<file path="src/rtl/core_pkg.sv">
// Shared types and defaults for the multi-cycle core front end.
package core_pkg;

   typedef enum logic [1:0] {
      STG_FETCH = 2'b00,
      STG_EXEC  = 2'b01,
      STG_WB    = 2'b10
   } stage_t;

   typedef enum logic [1:0] {
      IDLE   = 2'b00,
      RUN    = 2'b01,
      HALTED = 2'b10
   } seq_state_t;

   localparam int          CORE_PC_W     = 10;
   localparam int unsigned CORE_START_PC = 0;

endpackage

</file>
<file path="src/rtl/ras_stack.sv">
// Return-address LIFO; push when full and pop when empty are ignored here,
// the caller raises the sticky flags.
module ras_stack #(
   parameter int DEPTH = 4,
   parameter int W     = 10
) (
   input  logic         clk,
   input  logic         rst_n,
   input  logic         clear,
   input  logic         push,
   input  logic         pop,
   input  logic [W-1:0] din,
   output logic [W-1:0] dout,
   output logic         full,
   output logic         empty
);
   localparam int AW  = $clog2(DEPTH);
   localparam int SPW = AW + 1;

   logic [W-1:0]   mem [DEPTH];
   logic [SPW-1:0] sp;
   logic [SPW-1:0] sp_dec;

   assign sp_dec = sp - SPW'(1);
   assign full   = (sp == SPW'(DEPTH));
   assign empty  = (sp == '0);
   assign dout   = mem[sp_dec[AW-1:0]];

   always_ff @(posedge clk or negedge rst_n) begin
      if (!rst_n) begin
         sp <= '0;
         for (int i = 0; i < DEPTH; i++) mem[i] <= '0;
      end else if (clear) begin
         sp <= '0;
         for (int i = 0; i < DEPTH; i++) mem[i] <= '0;
      end else if (push && !full) begin
         mem[sp[AW-1:0]] <= din;
         sp              <= sp + SPW'(1);
      end else if (pop && !empty) begin
         sp <= sp_dec;
      end
   end

endmodule

</file>
<file path="src/rtl/pc_sequencer.sv">
// Program counter, stage counter and run/halt sequencing for the multi-cycle core.
//   state  | meaning
//   IDLE   | out of reset, waiting for start
//   RUN    | stepping fetch/exec/wb, next-PC applied leaving wb
//   HALTED | halt retired, pc parked on the halt instruction, done high
module pc_sequencer
   import core_pkg::*;
#(
   parameter int          PC_W      = CORE_PC_W,
   parameter int          RAS_DEPTH = 4,
   parameter int unsigned START_PC  = CORE_START_PC
) (
   input  logic            clk,
   input  logic            rst_n,
   input  logic            start,
   input  logic            halt,
   input  logic            jump,
   input  logic            call,
   input  logic            ret,
   input  logic [PC_W-1:0] target,
   output logic [1:0]      stage,
   output logic [PC_W-1:0] pc,
   output logic            running,
   output logic            done,
   output logic            ras_ovf,
   output logic            ras_unf
);
   seq_state_t      state;
   stage_t          stg;
   logic [PC_W-1:0] pc_inc;
   logic [PC_W-1:0] ras_top;
   logic            ras_full;
   logic            ras_empty;
   logic            retire;
   logic            do_push;
   logic            do_pop;
   logic            restart;

   assign pc_inc  = pc + PC_W'(1);
   assign retire  = (state == RUN) && (stg == STG_WB) && !halt;
   assign do_push = retire && jump && call;
   assign do_pop  = retire && jump && ret && !call;
   assign restart = (state == HALTED) && start;
   assign stage   = stg;

   ras_stack #(.DEPTH(RAS_DEPTH), .W(PC_W)) u_ras (
      .clk   (clk),
      .rst_n (rst_n),
      .clear (restart),
      .push  (do_push),
      .pop   (do_pop),
      .din   (pc_inc),
      .dout  (ras_top),
      .full  (ras_full),
      .empty (ras_empty)
   );

   always_ff @(posedge clk or negedge rst_n) begin
      if (!rst_n) begin
         state   <= IDLE;
         stg     <= STG_FETCH;
         pc      <= PC_W'(START_PC);
         running <= 1'b0;
         done    <= 1'b0;
         ras_ovf <= 1'b0;
         ras_unf <= 1'b0;
      end else begin
         case (state)
            IDLE: begin
               if (start) begin
                  state   <= RUN;
                  stg     <= STG_FETCH;
                  pc      <= PC_W'(START_PC);
                  running <= 1'b1;
               end
            end
            RUN: begin
               case (stg)
                  STG_FETCH: stg <= STG_EXEC;
                  STG_EXEC:  stg <= STG_WB;
                  default: begin
                     stg <= STG_FETCH;
                     if (halt) begin
                        state   <= HALTED;
                        running <= 1'b0;
                        done    <= 1'b1;
                     end else if (do_push) begin
                        pc <= target;
                        if (ras_full) ras_ovf <= 1'b1;
                     end else if (do_pop) begin
                        // An empty-stack return falls through as not-taken.
                        if (ras_empty) begin
                           pc      <= pc_inc;
                           ras_unf <= 1'b1;
                        end else begin
                           pc <= ras_top;
                        end
                     end else if (jump) begin
                        pc <= target;
                     end else begin
                        pc <= pc_inc;
                     end
                  end
               endcase
            end
            default: begin
               if (restart) begin
                  state   <= RUN;
                  stg     <= STG_FETCH;
                  pc      <= PC_W'(START_PC);
                  running <= 1'b1;
                  done    <= 1'b0;
                  ras_ovf <= 1'b0;
                  ras_unf <= 1'b0;
               end
            end
         endcase
      end
   end

endmodule

</file>
<file path="config.mk">
export PLATFORM = sky130hd
export DESIGN_NAME = pc_sequencer
export DESIGN_NICKNAME = d
export VERILOG_FILES = /design/src/rtl/core_pkg.sv /design/src/rtl/ras_stack.sv /design/src/rtl/pc_sequencer.sv
export SDC_FILE = /design/constraint.sdc
export NUM_CORES = 1
export LEC_CHECK = 0
export ABC_AREA = 1
export CORE_ASPECT_RATIO = 0.6
export CORE_UTILIZATION = 35
export CTS_BUF_LIST = sky130_fd_sc_hd__clkbuf_4 sky130_fd_sc_hd__clkbuf_8
export CTS_CLUSTER_DIAMETER = 100
export DETAILED_ROUTE_END_ITERATION = 6
export GPL_TIMING_DRIVEN = 0
export PLACE_DENSITY_LB_ADDON = 0.2
export SYNTH_ARGS = -nofsm -noshare
export SYNTH_HDL_FRONTEND = slang
export SYNTH_HIERARCHICAL = 1
export SYNTH_SLANG_ARGS = --single-unit
</file>
<file path="constraint.sdc">
create_clock -name clk -period 2 [get_ports clk]
set_input_delay 0.2 -clock clk [delete_from_list [all_inputs] [get_ports clk]]
set_output_delay 0.2 -clock clk [all_outputs]
set_load 0.01 [all_outputs]
</file>
## Yosys cells after proc, flatten, opt, wreduce, memory -nomap -nowiden

Index checks and enable logic that the tools add are counted.

| word-level totals | value |
|---|---|
| flip-flop bits (word level) | 61 |
| logic and storage cells | 112 |
| output and inout port bits | 16 |

| operators by class | value |
|---|---|
| reductions and logical operators | 28 |
| add/sub/neg operators | 3 |
| mux-type cells | 49 |
| bitwise logic cells | 3 |
| equal/unequal tests | 14 |
| $lt $le $gt $ge | 3 |

Operators with widths:

| operator | number |
|---|---|
| 10-bit 2-to-1 mux | 11 |
| 40-bit 2-to-1 mux | 2 |
| 40-bit bitwise mux | 1 |
| 10-bit binary-select mux with 2-bit select | 1 |
| 10-bit demux with 2-bit select | 1 |
| 10-bit one-hot mux with 2 select lines | 1 |
| 1-bit 2-to-1 mux | 16 |
| 2-bit 2-to-1 mux | 6 |
| 2-bit one-hot mux with 2 select lines | 3 |
| 4-bit AND reduction | 3 |
| 10-bit by 1-bit adder with 10-bit output, second input constant | 1 |
| 1-bit logical AND | 10 |
| 2-bit != test, second input constant | 5 |
| 3-bit 2-to-1 mux | 3 |
| 2-bit by 1-bit != test with 1-bit output, second input constant | 4 |
| 1-bit one-hot mux with 2 select lines | 4 |
| 7-bit AND reduction | 1 |
| 3-bit >= comparator, second input constant | 2 |
| 2-bit inverter with 3-bit output | 2 |
| 6-bit AND reduction | 1 |
| 3-bit nonzero test | 2 |
| 2-bit by 1-bit equality test with 1-bit output, second input constant | 2 |
| 2-bit equality test, second input constant | 2 |
| 1-bit zero test | 4 |
| 10 further kinds | 12 |

## Depth between registers and ports, before layout

Gate-level depths: netlist of the first run.

| logic depth | value |
|---|---|
| word-level depth | 11 |
| gate-level depth with buffers | 13 |
| depth with buffers taken out | 12 |

## Modules after synthesis

The synthesis of the first run kept the hierarchy.

Modules (own cells, without submodules):

| module | seq. area each (um^2) | area each (um^2) | instances | cells an instance |
|---|---|---|---|---|
| ras_stack | 1076.0 | 2288.4 | 1 | 301 |
| pc_sequencer | 425.4 | 1380.1 | 1 | 214 |

## Worst setup path after synthesis of the first run

Ideal clock, no wire load.

| path | value |
|---|---|
| path kind | reg-to-reg |
| start point | reg u_ras.sp[0] |
| end point | reg pc[0] |
| library setup time | 0.126 ns |
| arrival | 1.921 ns |
| data required time | 1.874 ns |
| stages on the path, launching flop included | 14 |
| setup slack | -0.047 ns |
| cell sequence | dfrtp_1 inv_1 buf_2 ha_1 nand2_1 inv_1 buf_2 clkinv_1 nand2_1 o21ai_0 o21ai_0 nor2_1 nand2_1 o21ai_0 |

RTL lines:

| item | RTL line | text |
|---|---|---|
| start, declared | ras_stack.sv:21 | `logic [SPW-1:0] sp;` |
| start signal, assigned | ras_stack.sv:38 | `sp <= sp + SPW'(1);` |
| start signal, assigned | ras_stack.sv:40 | `sp <= sp_dec;` |
| 3-bit zero test | ras_stack.sv:26 | `assign empty = (sp == '0);` |
| net ras_empty | pc_sequencer.sv:33 | `logic ras_empty;` |
| 10-bit 2-to-1 mux | pc_sequencer.sv:92 | `if (ras_empty) begin` |
| 10-bit 2-to-1 mux | pc_sequencer.sv:90 | `end else if (do_pop) begin` |
| 10-bit 2-to-1 mux | pc_sequencer.sv:87 | `end else if (do_push) begin` |
| 10-bit 2-to-1 mux | pc_sequencer.sv:83 | `if (halt) begin` |
| 10-bit 2-to-1 mux | pc_sequencer.sv:78 | `case (stg)` |
| 10-bit one-hot mux with 2 select lines | pc_sequencer.sv:68 | `case (state)` |
| end signal, assigned | pc_sequencer.sv:73 | `pc <= PC_W'(START_PC);` |
| end signal, assigned | pc_sequencer.sv:88 | `pc <= target;` |
| end signal, assigned | pc_sequencer.sv:93 | `pc <= pc_inc;` |
| end, declared | pc_sequencer.sv:22 | `output logic [PC_W-1:0] pc,` |

The timed path passes the listed nets, and every way through them passes these cells. The select of a mux whose other input is x is not followed.
A chain may end at the register's enable or synchronous reset.

## Worst setup path in the final report of the first run

| path | value |
|---|---|
| start point | reg u_ras.sp[0] |
| end point | reg pc[8] |

| between the ends | value |
|---|---|
| longest elaborated chain between the ends | 11 |

RTL lines:

| item | RTL line | text |
|---|---|---|
| 3-bit by 1-bit subtractor with 3-bit output | ras_stack.sv:24 | `assign sp_dec = sp - SPW'(1);` |
| 2-bit inverter with 3-bit output (implied by the code) | ras_stack.sv:27 | `assign dout = mem[sp_dec[AW-1:0]];` |
| 10-bit binary-select mux with 2-bit select | ras_stack.sv:27 |  |
| 10-bit 2-to-1 mux (implied by the code) (2 in a row) | ras_stack.sv:27 |  |
| net ras_top[8] | pc_sequencer.sv:31 | `logic [PC_W-1:0] ras_top;` |
| 10-bit 2-to-1 mux | pc_sequencer.sv:92 |  |
| 10-bit 2-to-1 mux | pc_sequencer.sv:90 |  |
| 10-bit 2-to-1 mux | pc_sequencer.sv:87 |  |
| 10-bit 2-to-1 mux | pc_sequencer.sv:83 |  |
| 10-bit 2-to-1 mux | pc_sequencer.sv:78 |  |
| 10-bit one-hot mux with 2 select lines | pc_sequencer.sv:68 |  |

The timed path passes the listed nets, and every way through them passes these cells. The select of a mux whose other input is x is not followed.

==> results of run 1 <==
==> worst register-to-register path, cell delays in order, from the launching register on <==
cell                        delay, ns
sky130_fd_sc_hd__dfrtp_2         0.41
sky130_fd_sc_hd__inv_2           0.07
sky130_fd_sc_hd__buf_12          0.13
sky130_fd_sc_hd__ha_4            0.31
sky130_fd_sc_hd__buf_12          0.11
sky130_fd_sc_hd__clkbuf_16       0.13
sky130_fd_sc_hd__o21ai_0         0.09
sky130_fd_sc_hd__o22ai_1         0.19
sky130_fd_sc_hd__inv_1           0.05
sky130_fd_sc_hd__nor2_1          0.08
sky130_fd_sc_hd__nor2_1          0.05
sky130_fd_sc_hd__nand2_1         0.06
sky130_fd_sc_hd__nand4_1         0.10
sky130_fd_sc_hd__nand2_1         0.07
==> metrics by stage <==
stage | total power, mW | instance area [um^2] | cells | hold WS (ns)
floorplan | 3.12 | 3670 | 515 | -0.0956
global placement | 3.88 | 4160 | 682 | 0.448
detailed placement | 3.92 | 4170 | 683 | 0.219
CTS | 5.28 | 4450 | 700 | 0.372
global route | 5.91 | 4540 | 704 | 0.400
finish | 5.48 | 4540 | 704 | 0.361
==> sequential cells by signal, summed over array words and instances (netlist names) <==
| signal | cells |
|---|---|
| pc | 10 |
| u_ras/sp | 3 |
| u_ras/mem | 40 |
| ras_unf | 1 |
| stage | 2 |
| done | 1 |
| ras_ovf | 1 |
| state | 2 |
==> worst paths after layout <==
kind	endpoint	cells after the start	slack (ns)	start
worst max-delay path	pc[8]$_DFFE_PN0P_	13	0.1	u_ras/sp[0]$_DFFE_PN0P_
worst min-delay path	state[1]$_DFFE_PN0P_	2	0.36	rst_n
worst max register to register	pc[8]$_DFFE_PN0P_	13	0.1	u_ras/sp[0]$_DFFE_PN0P_
worst min register to register	u_ras/mem[13]$_DFFE_PN0P_	2	0.47	u_ras/mem[13]$_DFFE_PN0P_
max in group asynchronous	u_ras/mem[0]$_DFFE_PN0P_	3	1.04	rst_n
min in group clk	u_ras/mem[13]$_DFFE_PN0P_	2	0.47	u_ras/mem[13]$_DFFE_PN0P_
==> power breakdown <==
| group | switching (mW) | total [mW] | leakage (nW) | internal, mW |
|---|---|---|---|---|
| logic | 1.60 | 2.70 | 1.39 | 1.10 |
| registers | 0.160 | 1.52 | 0.821 | 1.36 |
| clock network | 0.547 | 1.26 | 0.114 | 0.709 |
| total | 2.31 | 5.48 | 2.33 | 3.18 |
==> routing by layer <==
layer	vias up	part of all wire, %	global-route usage [%]
met5	-	0	0
met4	0	0.89	5.62
met3	11	5.8	5.24
met2	89	38	27.4
met1	1602	56	30.5
li1	1739	-	-
==> final cells by class <==
cell class                      count  share of cell area, %
Timing Repair Buffer               39                   9.10
Sequential cell                    60                   33.2
Clock inverter                      7                   2.21
Buffer                             20                   4.00
Clock buffer                        9                   2.73
Multi-Input combinational cell    381                   40.5
Tap cell                          135                   3.72
Inverter                           53                   4.58
==> cell families after synthesis <==
| group | count (synthesis) | share of synthesized area [%] |
|---|---|---|
| AO/OA/AOI/OAI | 55 | 8.49 |
| XOR/XNOR | 1 | 0.239 |
| adder cells (fa/ha/maj) | 7 | 2.39 |
| buffers and inverters | 74 | 9.48 |
| flip-flops | 60 | 40.9 |
| AND/OR/NAND/NOR | 318 | 38.5 |
==> cell usage after synthesis (4+ instances only) <==
cell and number:
sky130_fd_sc_hd__nand2_1 174, sky130_fd_sc_hd__nand3_1 62, sky130_fd_sc_hd__dfrtp_1 60, sky130_fd_sc_hd__nor2_1 52
sky130_fd_sc_hd__inv_1 49, sky130_fd_sc_hd__o21ai_0 33, sky130_fd_sc_hd__o22ai_1 11, sky130_fd_sc_hd__nand4_1 9
sky130_fd_sc_hd__nor2_4 9, sky130_fd_sc_hd__ha_1 7, sky130_fd_sc_hd__buf_2 6, sky130_fd_sc_hd__clkbuf_1 6
sky130_fd_sc_hd__and2_1 5, sky130_fd_sc_hd__buf_6 4, sky130_fd_sc_hd__nand2_4 4
==> placed cells by master, fill, tap and decap left out, types with 2 or more instances in the layout <==
cell type                         instances
sky130_fd_sc_hd__a21oi_1                  2
sky130_fd_sc_hd__and2_1                   5
sky130_fd_sc_hd__nor2_4                   9
sky130_fd_sc_hd__inv_2                    4
sky130_fd_sc_hd__nand2_1                174
sky130_fd_sc_hd__clkinv_2                 2
sky130_fd_sc_hd__nand2_4                  4
sky130_fd_sc_hd__clkinv_4                 4
sky130_fd_sc_hd__buf_2                    5
sky130_fd_sc_hd__clkdlybuf4s50_1         31
sky130_fd_sc_hd__buf_12                   3
sky130_fd_sc_hd__inv_1                   45
sky130_fd_sc_hd__o21ai_0                 28
sky130_fd_sc_hd__nor2_1                  51
sky130_fd_sc_hd__ha_1                     6
sky130_fd_sc_hd__nand2_2                  3
sky130_fd_sc_hd__clkbuf_1                 3
sky130_fd_sc_hd__bufinv_16                2
sky130_fd_sc_hd__dfrtp_2                  3
sky130_fd_sc_hd__buf_4                    6
sky130_fd_sc_hd__o21ai_2                  2
sky130_fd_sc_hd__o22ai_1                 11
sky130_fd_sc_hd__nand4_1                  9
sky130_fd_sc_hd__buf_6                    4
sky130_fd_sc_hd__dfrtp_1                 57
sky130_fd_sc_hd__buf_8                    2
sky130_fd_sc_hd__clkbuf_8                11
sky130_fd_sc_hd__o21a_1                   2
sky130_fd_sc_hd__o21ai_1                  5
sky130_fd_sc_hd__nand3_1                 62
==> timing repair <==
action | CTS | global route
setup endpoints to repair | 11 | 33
endpoints found under the hold margin | 21 | 0
hold buffers | 1 | 0
cloned | 0 | 1
resized for setup | 10 | 20
setup buffers | 1 | 3
pin swaps | 1 | 11
==> results.md, run 1 <==
| Result | Value |
|---|---|
| Top-area cell type share of the netlist area | 40.9% |
| Post-synthesis instance total | 515 |
| Largest fanout on the critical path | 5 |
| First-pass GRT wire length | 16600 um |
| H-Tree Level Count | 3 |
| Fin nets | 588 |
| Synthesized area divided by synthesized cell count | 7.12 um^2 |
| Input/output buffers | 32 |
| Startpoint class of the critical path | flip-flop |
| Core Footprint | 0.0100 mm^2 |
| Hold Crit Class | input port to asynchronous set/reset pin |
| Cell area power density | 1210 mW/mm^2 |
| Count of unique library cells instantiated by Yosys | 31 |
| Transition time at the pin with the least slew margin | 0.549 ns |
| Maximum number of pins on one net before global-route repair | 40 |
| Setup repair after global routing missed its margin | yes |
| Routability cong. | 0.839 |
| Worst slack, placed | -0.463 ns |
| Most area-consuming cells after synthesis | sky130_fd_sc_hd__dfrtp_1 41%, sky130_fd_sc_hd__nand2_1 18%, sky130_fd_sc_hd__nand3_1 8.5%, sky130_fd_sc_hd__nor2_1 5.3%, sky130_fd_sc_hd__inv_1 5.0% |
| Number of DRC markers after the initial detailed-route iteration | 260 |
| Status | finished, final reports clean |
| Element type at the critical path end | flip-flop |
| Clock period minus worst slack | 1.90 ns |
| Via count of the routed design | 3441 |
| Number of flops mapped to enable cells by yosys | 0 |
| Max-slew violation total from the final report | 0 |
| Number of antenna violations at the first check in global routing | 0 |
| Average vias per placed instance | 4.89 |
| Final standard cell utilization of the core | 45.3% |
| First-pass DRT Iterations | 5 |
| Die Ht | 81.3 um |
| Required time of the critical path | 2.30 ns |
| Crit path setup slack, layout | 0.0959 ns |
| Number of top-level pins | 33 |
| Final critical-path share of the clock period | 95.2% |
| Source-to-sink clock delay at the later pin of the worst-skew pair | 0.36 ns |
| Most area-hungry cell type in the Yosys netlist | sky130_fd_sc_hd__dfrtp_1 |
| Clk pin slew, worst setup/hold paths | 0.08 ns |
| DIE WIDTH | 134 um |
| Seq/Total Area, Yosys | 40.9% |
| Hold Violations, Final | 0 |
| Setup-violating endpoint count in the final report | 0 |
| Total Die Area | 0.0109 mm^2 |
| Via count of the first global-routing pass | 3258 |
| Residual antenna-violating net count after detailed routing | 0 |
| Reported max-cap violation count | 0 |
| Initial cell density of the core | 36.6% |
| Seq. cell area | 0.00151 mm^2 |
| Max stage delay cell, worst path | sky130_fd_sc_hd__dfrtp_2 |
| Worst endpoint data arrival time | 2.21 ns |
| Number of buffers created by CTS | 9 |
| Static Leakage | 2.33 nW |
| Wire length per cell after detailed routing | 14.1 um |
| Standard-cell row count | 28 |
| Number of fillers in the final layout | 1052 |
| Crit path buffers/inverters | 5 |
| Post-DP HPWL | 7560 um |
| TritonCTS clock tree | yes |
| Clk sinks | 60 |
| Synth Register Bits | 60 |
| Area taken by multi-input logic gates | 0.00184 mm^2 |
| Worst Setup Path Type | flip-flop to flip-flop |
| Net count after synthesis | 539 |
| Routed wire length | 9940 um |
| Fraction of final layout cells sized beyond drive strength 1 | 12.5% |
| CTS root buffer | sky130_fd_sc_hd__clkbuf_8 |
| GRT Util Overall | 20.1% |
| DRC viols | 0 |
| Residual overflow from global routing | 0 |
| Maximum VDD drop | 0.000559 V |
| Yosys warns | 6 |
| Cell Area, Synth | 0.00367 mm^2 |
| Final antenna diode count | 0 |
| Final-layout setup total negative slack | 0 ns |
| Setup skew after layout | 0.0113 ns |
| Critical-path cell list | inv_2, buf_12, ha_4, buf_12, clkbuf_16, o21ai_0, o22ai_1, inv_1, nor2_1, nor2_1, nand2_1, nand4_1, nand2_1 |
| Most frequently used flop master after synthesis | sky130_fd_sc_hd__dfrtp_1 |
| Synth-to-Final Area Change | 23.7% |
| Fmax achieved | 0.525 GHz |
| Asr flop ratio synth | 100% |
| Slew HR | 63.4% |
| CP top delay family | buffers and inverters |
| CTS max path bufs | 2 |
| Peak per-stage delay on the critical path | 0.41 ns |
Power figures use the tool's default switching activity.
==> inputs of run 2 (changes only) <==
--- a/config.mk
+++ b/config.mk
@@ -13,6 +13,7 @@
 export DETAILED_ROUTE_END_ITERATION = 6
 export GPL_TIMING_DRIVEN = 0
 export PLACE_DENSITY_LB_ADDON = 0.2
+export REMOVE_ABC_BUFFERS = 1
 export SYNTH_ARGS = -nofsm -noshare
 export SYNTH_HDL_FRONTEND = slang
 export SYNTH_HIERARCHICAL = 1
==> results.md, run 2 (synthesized netlist as in run 1, its figures left out) <==
| Result | Value |
|---|---|
| Worst endpoint data arrival time | 2.16 ns |
| Routability cong. | 0.830 |
| Biggest registers after layout | u_ras/mem: 40 flops, pc: 10 flops, u_ras/sp: 3 flops |
| Fraction of final layout cells sized beyond drive strength 1 | 13.8% |
| Slew HR | 47.1% |
| Placed cell count | 661 |
| Overall Power | 5.50 mW |
| Worst slack, placed | -1.62 ns |
| Peak per-stage delay on the critical path | 0.43 ns |
| Hold Violations, Final | 0 |
| Worst Setup Path Type | flip-flop to flip-flop |
| CTS root buffer | sky130_fd_sc_hd__clkbuf_8 |
| Initial cell density of the core | 36.6% |
| Largest fanout on the critical path | 6 |
| Critical-path cell list | clkinvlp_4, ha_4, clkinvlp_4, buf_4, o21ai_0, o22ai_1, nor2_1, o21ai_0, nand3_1, o21ai_0 |
| Setup-violating endpoint count in the final report | 0 |
| GR Layer Usage met3 | 6.37% |
| Maximum number of pins on one net before global-route repair | 61 |
| Setup repair after global routing missed its margin | yes |
| Fin nets | 590 |
| DIE WIDTH | 134 um |
| Final critical-path share of the clock period | 95.9% |
| Area taken by multi-input logic gates | 0.00185 mm^2 |
| Fmax achieved | 0.521 GHz |
| Max-slew violation total from the final report | 0 |
| Number of antenna violations at the first check in global routing | 0 |
| Startpoint class of the critical path | flip-flop |
| First-pass GRT wire length | 17800 um |
| Transition time at the pin with the least slew margin | 0.794 ns |
| Max stage delay cell, worst path | sky130_fd_sc_hd__dfrtp_4 |
| Post-DP HPWL | 7010 um |
| Reported max-cap violation count | 0 |
| Seq. cell area | 0.00151 mm^2 |
| DRC viols | 0 |
| H-Tree Level Count | 3 |
| Most frequent CP cell | sky130_fd_sc_hd__o21ai_0 |
| Core Footprint | 0.0100 mm^2 |
| Status | finished, final reports clean |
| Number of DRC markers after the initial detailed-route iteration | 298 |
| Number of top-level pins | 33 |
| Static Leakage | 2.29 nW |
| Maximum VDD drop | 0.000643 V |
| Most used routing layer in global routing | met1 |
| Hold Crit Class | input port to asynchronous set/reset pin |
| Via count of the first global-routing pass | 3265 |
| Clk pin slew, worst setup/hold paths | 0.07 ns |
| Via count of the routed design | 3624 |
| TritonCTS clock tree | yes |
| Most flop-heavy register | u_ras/mem |
| Average vias per placed instance | 5.13 |
| Area of placed instances | 0.00401 mm^2 |
| Total Die Area | 0.0109 mm^2 |
| Source-to-sink clock delay at the later pin of the worst-skew pair | 0.36 ns |
| CTS max path bufs | 2 |
| Clk sinks | 60 |
| Max reg flops | 40 |
| Final antenna diode count | 0 |
| CP top delay family | buffers and inverters |
| Number of buffers created by CTS | 9 |
| Met1 GRT Util | 34.2% |
| Number of fillers in the final layout | 1049 |
| Die Ht | 81.3 um |
| Required time of the critical path | 2.24 ns |
| Summed area of non-filler cells in the final layout | 0.00451 mm^2 |
| Crit path buffers/inverters | 3 |
| Element type at the critical path end | flip-flop |
| First-pass DRT Iterations | 4 |
| Cell area power density | 1220 mW/mm^2 |
| GRT Util Overall | 22.4% |
| Final standard cell utilization of the core | 45.0% |
| Setup skew after layout | 0.00815 ns |
| Synth-to-Final Area Change | 23.0% |
| Commonest cells after routing, fill and taps aside | 174 x sky130_fd_sc_hd__nand2_1, 62 x sky130_fd_sc_hd__nand3_1, 59 x sky130_fd_sc_hd__dfrtp_1 |
| Standard-cell row count | 28 |
| Clock period minus worst slack | 1.92 ns |
| Commonest non-fill, non-tap cell in the layout | sky130_fd_sc_hd__nand2_1 |
| Routed wire length | 11300 um |
| Wire length per cell after detailed routing | 16.0 um |
| Met2 usage | 30.4% |
| Input/output buffers | 32 |
| Residual antenna-violating net count after detailed routing | 0 |
| Finished Layout Cells | 706 |
| Crit path setup slack, layout | 0.0816 ns |
| Residual overflow from global routing | 0 |
[run 2: cell types whose count changed in the layout (fill, tap and decap cells not counted), moves of 3 or more]
cell	before	now
sky130_fd_sc_hd__buf_6	4	1
sky130_fd_sc_hd__clkbuf_1	3	0
sky130_fd_sc_hd__inv_2	4	1
sky130_fd_sc_hd__buf_4	6	24
sky130_fd_sc_hd__clkinv_4	4	1
sky130_fd_sc_hd__dfrtp_2	3	0
sky130_fd_sc_hd__buf_2	5	0
sky130_fd_sc_hd__clkinvlp_4	0	9
[run 2: area by class of cell]
class	instances	share of cell area (%)
Timing Repair inverter	2	0.333
Timing Repair Buffer	59	11.9
Multi-Input combinational cell	381	40.9
Sequential cell	60	33.4
Tap cell	135	3.74
Clock inverter	6	1.97
Inverter	53	4.91
Clock buffer	10	2.91
[run 2: worst register-to-register path: stages, from the launching register on]
cell	delay, ns
sky130_fd_sc_hd__dfrtp_4	0.43
sky130_fd_sc_hd__clkinvlp_4	0.12
sky130_fd_sc_hd__ha_4	0.34
sky130_fd_sc_hd__clkinvlp_4	0.20
sky130_fd_sc_hd__buf_4	0.20
sky130_fd_sc_hd__o21ai_0	0.07
sky130_fd_sc_hd__o22ai_1	0.10
sky130_fd_sc_hd__nor2_1	0.09
sky130_fd_sc_hd__o21ai_0	0.09
sky130_fd_sc_hd__nand3_1	0.09
sky130_fd_sc_hd__o21ai_0	0.07
[run 2: per-stage QoR]
stage / TNS (ns) / hold slack (ns)
after floorplan: -6.79 / -0.0956
after global placement: -140.81 / 0.448
after detailed placement: -58.41 / 0.340
after CTS: 0 / 0.471
after global routing: -0.120 / 0.490
final: 0 / 0.451
[run 2: what timing repair did]
item,4_1_cts,5_1_grt
hold buffers,1,0
gates cloned,2,0
endpoints found under the hold margin,60,0
endpoints found under the setup margin,55,23
pin swaps,4,5
setup buffers,18,8
gates resized for setup,13,12
[run 2: per-layer routing]
metal / part of all wire, % / up-vias
met5: 0 / -
met4: 0.57 / 0
met3: 7.8 / 8
met2: 39 / 118
met1: 52 / 1750
li1: - / 1748
[run 2: power by group]
part / leakage, nW / internal, mW / switching, mW
Sequential: 0.825 / 1.37 / 0.176
Clock: 0.106 / 0.715 / 0.539
Combinational: 1.36 / 0.974 / 1.73
[run 2: worst paths after layout]
check	start	to	slack, ns	depth (start not counted)
worst min-delay path	rst_n	pc[6]$_DFFE_PN0P_	0.45	2
min in group clk	u_ras/mem[14]$_DFFE_PN0P_	u_ras/mem[14]$_DFFE_PN0P_	0.47	2
worst min register to register	u_ras/mem[14]$_DFFE_PN0P_	u_ras/mem[14]$_DFFE_PN0P_	0.47	2
max in group asynchronous	rst_n	u_ras/sp[0]$_DFFE_PN0P_	0.94	2
worst max register to register	u_ras/sp[0]$_DFFE_PN0P_	pc[1]$_DFFE_PN0P_	0.08	10
worst max-delay path	u_ras/sp[0]$_DFFE_PN0P_	pc[1]$_DFFE_PN0P_	0.08	10
